File: src/rtl/byte_lane_mem.sv
// Multi-word byte-addressable store: each word is written serially one byte lane per
// cycle from a latched word-wide request; bytes are read back one per cycle with a registered port.
module byte_lane_mem #(
   parameter int unsigned BYTES_PER_WORD = 4,
   parameter int unsigned DEPTH          = 4,
   parameter bit          BIG_ENDIAN     = 1'b1,
   localparam int unsigned AW = $clog2(DEPTH),
   localparam int unsigned BW = $clog2(BYTES_PER_WORD),
   localparam int unsigned WW = 8 * BYTES_PER_WORD
) (
   input  logic             clk,
   input  logic             rst_n,
   input  logic             wr,
   input  logic [AW-1:0]    wr_addr,
   input  logic [WW-1:0]    wr_data,
   output logic             wr_busy,
   output logic             wr_done,
   input  logic             rd,
   input  logic [AW-1:0]    rd_addr,
   input  logic [BW-1:0]    rd_sel,
   output logic [7:0]       rd_data,
   output logic             rd_valid,
   output logic             rd_err,
   output logic [DEPTH-1:0] word_valid,
   input  logic             clr_valid
);

   localparam logic [BW-1:0] LAST_LANE = BW'(BYTES_PER_WORD - 1);

   typedef enum logic {IDLE, WRITE} state_t;

   state_t          state_q, state_d;
   logic [BW-1:0]   lane_q, lane_d;
   logic [AW-1:0]   addr_q, addr_d;
   logic [WW-1:0]   data_q, data_d;
   logic            busy_d, done_d;
   logic [DEPTH-1:0] valid_d;
   logic            mem_we_c;
   logic [7:0]      wr_byte_c;
   logic [31:0]     byte_idx_c;
   logic            wr_addr_ok_c;
   logic            rd_ok_c;

   logic [7:0] mem [DEPTH][BYTES_PER_WORD];

   assign wr_addr_ok_c = (32'(wr_addr) < DEPTH);
   assign rd_ok_c      = (32'(rd_addr) < DEPTH) && (32'(rd_sel) < BYTES_PER_WORD)
                         && word_valid[rd_addr];

   // Byte index 0 is the MSB of the word when big-endian, the LSB otherwise.
   always_comb begin
      byte_idx_c = 32'(lane_q);
      if (BIG_ENDIAN) byte_idx_c = BYTES_PER_WORD - 1 - 32'(lane_q);
      wr_byte_c = 8'(data_q >> (8 * byte_idx_c));
   end

   // Write sequencer next-state and flag updates; a set on completion overrides clr_valid.
   always_comb begin
      state_d  = state_q;
      lane_d   = lane_q;
      addr_d   = addr_q;
      data_d   = data_q;
      busy_d   = 1'b0;
      done_d   = 1'b0;
      valid_d  = word_valid;
      mem_we_c = 1'b0;
      if (clr_valid) valid_d = '0;
      case (state_q)
         IDLE: begin
            if (wr && wr_addr_ok_c) begin
               addr_d           = wr_addr;
               data_d           = wr_data;
               lane_d           = '0;
               valid_d[wr_addr] = 1'b0;
               busy_d           = 1'b1;
               state_d          = WRITE;
            end
         end
         WRITE: begin
            mem_we_c = 1'b1;
            busy_d   = 1'b1;
            lane_d   = BW'(lane_q + BW'(1));
            if (lane_q == LAST_LANE) begin
               valid_d[addr_q] = 1'b1;
               done_d          = 1'b1;
               busy_d          = 1'b0;
               lane_d          = '0;
               state_d         = IDLE;
            end
         end
         default: state_d = IDLE;
      endcase
   end

   always_ff @(posedge clk or negedge rst_n) begin
      if (!rst_n) begin
         state_q    <= IDLE;
         lane_q     <= '0;
         addr_q     <= '0;
         data_q     <= '0;
         wr_busy    <= 1'b0;
         wr_done    <= 1'b0;
         word_valid <= '0;
      end else begin
         state_q    <= state_d;
         lane_q     <= lane_d;
         addr_q     <= addr_d;
         data_q     <= data_d;
         wr_busy    <= busy_d;
         wr_done    <= done_d;
         word_valid <= valid_d;
      end
   end

   // Storage array is intentionally not reset.
   always_ff @(posedge clk) begin
      if (mem_we_c) mem[addr_q][lane_q] <= wr_byte_c;
   end

   // Registered read port; validity is taken from the flag value before this edge.
   always_ff @(posedge clk or negedge rst_n) begin
      if (!rst_n) begin
         rd_data  <= '0;
         rd_valid <= 1'b0;
         rd_err   <= 1'b0;
      end else if (rd) begin
         if (rd_ok_c) begin
            rd_data  <= mem[rd_addr][rd_sel];
            rd_valid <= 1'b1;
            rd_err   <= 1'b0;
         end else begin
            rd_data  <= '0;
            rd_valid <= 1'b0;
            rd_err   <= 1'b1;
         end
      end else begin
         rd_valid <= 1'b0;
         rd_err   <= 1'b0;
      end
   end

endmodule

File: config.mk
export PLATFORM = sky130hd
export DESIGN_NAME = byte_lane_mem
export DESIGN_NICKNAME = d
export VERILOG_FILES = /design/src/rtl/byte_lane_mem.sv
export SDC_FILE = /design/constraint.sdc
export NUM_CORES = 1
export LEC_CHECK = 0
export CAP_MARGIN = 20
export CORE_ASPECT_RATIO = 0.8
export CORE_MARGIN = 2
export CORE_UTILIZATION = 50
export DETAILED_ROUTE_END_ITERATION = 10
export GPL_ROUTABILITY_DRIVEN = 0
export PLACE_DENSITY = 0.8
export SETUP_SLACK_MARGIN = 0.4
export SLEW_MARGIN = 15
export SYNTH_ARGS = -nofsm -noshare
export SYNTH_HDL_FRONTEND = slang
export SYNTH_SLANG_ARGS = --single-unit
File: constraint.sdc
create_clock -name clk -period 2.3 [get_ports clk]
set_input_delay 0.575 -clock clk [delete_from_list [all_inputs] [get_ports clk]]
set_output_delay 0.575 -clock clk [all_outputs]
set_load 0.02 [all_outputs]
======== Word level (Yosys, flattened, before mapping) ========
Memories as Yosys holds them, arrays and structs flattened.
Index checks and enable logic that the tools add are counted.
word-level totals
  output and inout port bits .............. 16
  RAM bits ................................ 128
  memories ................................ 1
  logic and storage cells ................. 64
  flip-flop bits (word level) ............. 52
  input port bits ......................... 43
operators by class
  bitwise operators ....................... 6
  shift operators ......................... 1
  multiplexer cells ....................... 31
  add/sub/neg operators ................... 2
  eq/ne operators ......................... 2
  reduce and logical (&&, ||, !) cells .... 4
  order comparisons ....................... 8
memory list
  memory  words  bits a word  rd ports  clocked after Yosys merged registers in  wr ports  RTL line  source
  mem     4      32           1         0                                        1         44        logic [7:0] mem [DEPTH][BYTES_PER_WORD];
operator list
  operator                                                            number
  2-to-1 mux 32 bit                                                   1
  2-to-1 mux 8 bit                                                    4
  right shift 32 x 32 -> 8 bit                                        1
  binary-select mux 8 bit (select 2 bit)                              1
  demux 8 bit (select 2 bit)                                          1
  2-to-1 mux 1 bit                                                    13
  2-to-1 mux 4 bit                                                    3
  less-than comparator 2 x 3 -> 1 bit (second input constant)         3
  case mux 4 bit (2 select lines)                                     1
  greater-or-equal comparator 3 bit (second input constant)           2
  NOT 2 -> 3 bit                                                      2
  bitwise AND 4 bit                                                   1
  demux 1 bit (select 2 bit)                                          2
  greater-or-equal comparator 2 x 1 -> 1 bit (second input constant)  2
  2-to-1 mux 2 bit                                                    2
  NOT 4 bit                                                           1
  OR 4 bit                                                            1
  case mux 2 bit (2 select lines)                                     1
  logical AND 1 bit                                                   3
  less-than comparator 3 x 1 -> 1 bit (second input constant)         1
  subtractor 2 x 2 -> 3 bit (first input constant)                    1
  adder 2 x 1 -> 2 bit (second input constant)                        1
  binary-select mux 1 bit (select 2 bit)                              1
  equality test 2 bit (second input constant)                         1
  other kinds (4)                                                     4

======== Logic depth before layout (Yosys ltp) ========
  word-level depth ........................ 8
  mapped depth ............................ 6

======== Least setup slack after synthesis ========
No wires, ideal clock.
  kind .................................... register to register
  start ................................... register lane_q[0]
  end ..................................... memory mem[0][10] in the netlist's numbering, enable pin
  arrival time ............................ 1.539 ns
  data required time ...................... 1.917 ns
  path slack .............................. 0.377 ns
  path buffers ............................ 1
  cell stages (with the launch flop) ...... 6
  path through ............................ dfrtp_1 -> buf_2 -> inv_1 -> ha_1 -> nand2_1 -> nor3_1
between the ends
  word-level cells in the longest chain between the ends .. 6
  elaborated cells between the ends (all ways) .. 7
ends and longest elaborated chain
  element                                                                                                                RTL line  source
  start: declaration                                                                                                     33        logic [BW-1:0] lane_q, lane_d;
  start signal: assignment                                                                                               106       lane_q <= lane_d;
  NOT 2 -> 3 bit (not written as such) (*)                                                                               117       if (mem_we_c) mem[addr_q][lane_q] <= wr_byte_c;
  greater-or-equal comparator 3 bit (not written as such) / less-than comparator 3 x 1 -> 1 bit (equally long branches)  117
  logical AND 1 bit (not written as such)                                                                                117
  2-to-1 mux 8 bit (not written as such)                                                                                 117
  demux 8 bit (select 2 bit) (*)                                                                                         117
  2-to-1 mux 32 bit (not written as such) (*)                                                                            117
  end: declaration                                                                                                       44
Mark *: on every way between the ends. The rest lies on a longest branch, timed or not.

======== Worst setup path in the final report ========
  start ................................... register lane_q[1]
  end ..................................... memory mem[1][24] in the netlist's numbering, enable pin
Same word-level chain as after synthesis.

==> key figures <==
Drt
  • Via density per instance: 5.72
  • Vias: 4048
  • Total wire length: 15700 um
  • Residual DRC count: 0
  • Post-route ant nets: 0
  • Starting DRT DRC Count: 410
  • 1st-pass router iterations: 4
  • Routed len/inst: 22.2 um

Power
  • Pwr/cell area: 1190 nW/um^2
  • Peak supply drop: 0.000727 V
  • Static leakage: 3.47 nW

Placement
  • Dpl ws: -0.100 ns
  • Hpwl dp: 9910 um
  • Port bufs: 58
  • Dpl cell area: 8170 um^2
  • Placed cells: 675

Synth
  • Ys Warns: 0
  • Post-synth cell types: 23
  • Top post-synthesis cells by count: edfxtp_1, nand2_1, dfrtp_1, mux4_1
  • Ys async rst share: 0.289
  • Cells after Synth: 436
  • Sequential share of the synthesized area: 0.707
  • Synth Flop Type: edfxtp_1
  • Complex-gate fraction of the synthesized area: 0.0146
  • Most frequent cell after synthesis: edfxtp_1
  • Number of flops mapped to enable cells by yosys: 128
  • Post-synthesis mux area share: 0.174
  • Syn Nets: 483
  • Largest family of logic cells by synthesized area: multiplexers
  • Synth top area cells: edfxtp_1, dfrtp_1, mux4_1
  • Cell type with the largest total area after synthesis: edfxtp_1
  • Syn_area_per_cell: 16.7 um^2
  • Share of the synthesized area in the top cell type: 0.528
  • Synth Area in Adders: 0.00688
  • #FFs+latches synth: 180
  • Simple-gate share of the synthesized area: 0.0729
  • Mapped Area: 7270 um^2
  • XOR/XNOR Fraction of Synth Area: 0

Setup path
  • FF-to-FF Start: lane_q[1]
  • Critical Path End Type: register
  • R2r setup slk: 0.39 ns
  • Worst setup endpoint: mem[1][24]
  • CP max FO: 8
  • Critical Path Start Type: register
  • Worst reg2reg path endpoint: mem[1][24]
  • Beginning of the critical path: lane_q[1]
  • Critical path type: reg2reg
  • R2R depth: 4
  • Crit path arrival time: 1.96 ns
  • CP required: 2.35 ns

CTS
  • Post-CTS setup buffer count: 0
  • CTS tree: yes
  • Clk buf depth: 2
  • Clock Pin Slew Worst Setup and Hold Paths: 0.06 ns
  • Root Buffer Master: clkbuf_16
  • Clk sinks: 180
  • TritonCTS Buffers: 17
  • Clk_lat worst skew: 0.43 ns
  • Hold_buf cts: 0
  • Htree depth: 4

Floorplanning
  • Starting density of the core: 0.510
  • Die width: 139 um
  • # rows: 39
  • Die ar.: 15500 um^2
  • Core box area: 14200 um^2
  • Die H: 112 um
  • Io pins: 59

Timing
  • Setup ws final: 0.392 ns
  • FMAX: 0.524 GHz
  • Period utilization: 0.830
  • Final Hold Fails: 0
  • Slew headroom: 0.450
  • Worst-margin pin slew: 0.822 ns
  • RSZ-0062 raised after global routing: true
  • Finish-stage setup viols: 0
  • Min Clock Period, post-route: 1.91 ns
  • Clk_skew: 0.00783 ns
  • Max Slew Vio Count: 0

Finish
  • Fraction of layout instances using a drive strength above 1: 0.162
  • Final #Nets: 558
  • Final cell count without fillers: 708
  • Final Cell Area: 8730 um^2
  • Final core occ: 0.613
  • Area grow syn2layout: 20.0%
  • Fillers: 996
  • N_diodes: 0

Global route
  • Initial antenna violation count: 1
  • Global Route Usage Sum: 0.212
  • Vias in the first global route: 4027
  • Largest net degree at the start of global routing: 53
  • First-pass GRT wire length: 23800 um
  • Overflow after GRT: 0

Run status
  • Status: complete, no violations

Hold path
  • Hold Crit Class: in2async

Job
  • Max-cap check violation count: 0
[per-layer routing]
metal / vias up / share of wire / GRT usage
met5: - / 0 / 0
met4: 0 / 0.015 / 0.0593
met3: 21 / 0.099 / 0.0680
met2: 197 / 0.47 / 0.322
met1: 2050 / 0.42 / 0.301
li1: 1780 / - / -
[cell usage in the layout (no fill, tap or decap), types with 15 or more instances in the layout]
cell type          n
buf_4             16
nand2_1          109
clkdlybuf4s50_1   39
mux2i_1           15
mux4_1            24
dlygate4sd2_1     16
edfxtp_1         128
clkbuf_16         18
dfrtp_1           51
mux4_2            17
[state kept, by name, indices dropped and copies added (netlist names)]
register and cells:
rd_err 1, mem 128, rd_valid 1, addr_q 2
word_valid 4, wr_done 1, state_q 1, lane_q 2
rd_data 8, data_q 32
[worst max-delay path: stages (launching register included)]
cell	delay, ns
dfrtp_1	0.41
inv_1	0.12
ha_1	0.18
nand2_1	0.15
nor2_1	0.67
[layout make-up]
class                           count  area (um^2)  share of cell area
Sequential cell                   180         5150               0.590
Multi-Input combinational cell    220         1980               0.227
Timing Repair Buffer               79          778              0.0892
Clock buffer                       22          464              0.0532
Tap cell                          184          230              0.0264
Clock inverter                     10         81.3             0.00932
Inverter                           13         48.8             0.00559
[stage by stage]
stage | power [mW] | TNS, ns | hold WS [ns]
3_5_place_dp | 7.77 | -0.701 | 0.461
4_1_cts | 10.4 | 0 | 0.135
6_report | 10.4 | 0 | 0.121
3_3_place_gp | 7.55 | -0.513 | 0.455
5_1_grt | 10.9 | 0 | 0.138
2_1_floorplan | 6.66 | 0 | 0.279
[cell families (layout without fill, tap and decap cells)]
family | after synthesis | in the layout
mux | 65 | 65
compound gates | 16 | 16
flops | 180 | 180
buf+inv | 36 | 124
simple gates | 135 | 135
fa+ha+maj | 4 | 4
[how the worst min path moves through the flow]
stage | end | depth (start not counted)
CTS | rd_valid | 2
detailed placement | data_q[14] | 2
floorplan | addr_q[0] | 0
finish | rd_valid | 2
global route | rd_valid | 2
global placement | data_q[28] | 2
[what timing repair did]
| item | in CTS | in global routing |
|---|---|---|
| resized for setup | 19 | 3 |
| endpoints found under the setup margin | 24 | 58 |
| gates cloned | 0 | 1 |
[power breakdown]
group	leakage (nW)	switching [mW]	internal, mW	total [mW]
Combinational	1.36	1.68	0.838	2.52
Sequential	1.83	0.332	4.88	5.21
Clock	0.275	1.15	1.54	2.69
Total	3.47	3.17	7.25	10.4
(Power assumes the default switching activity.)
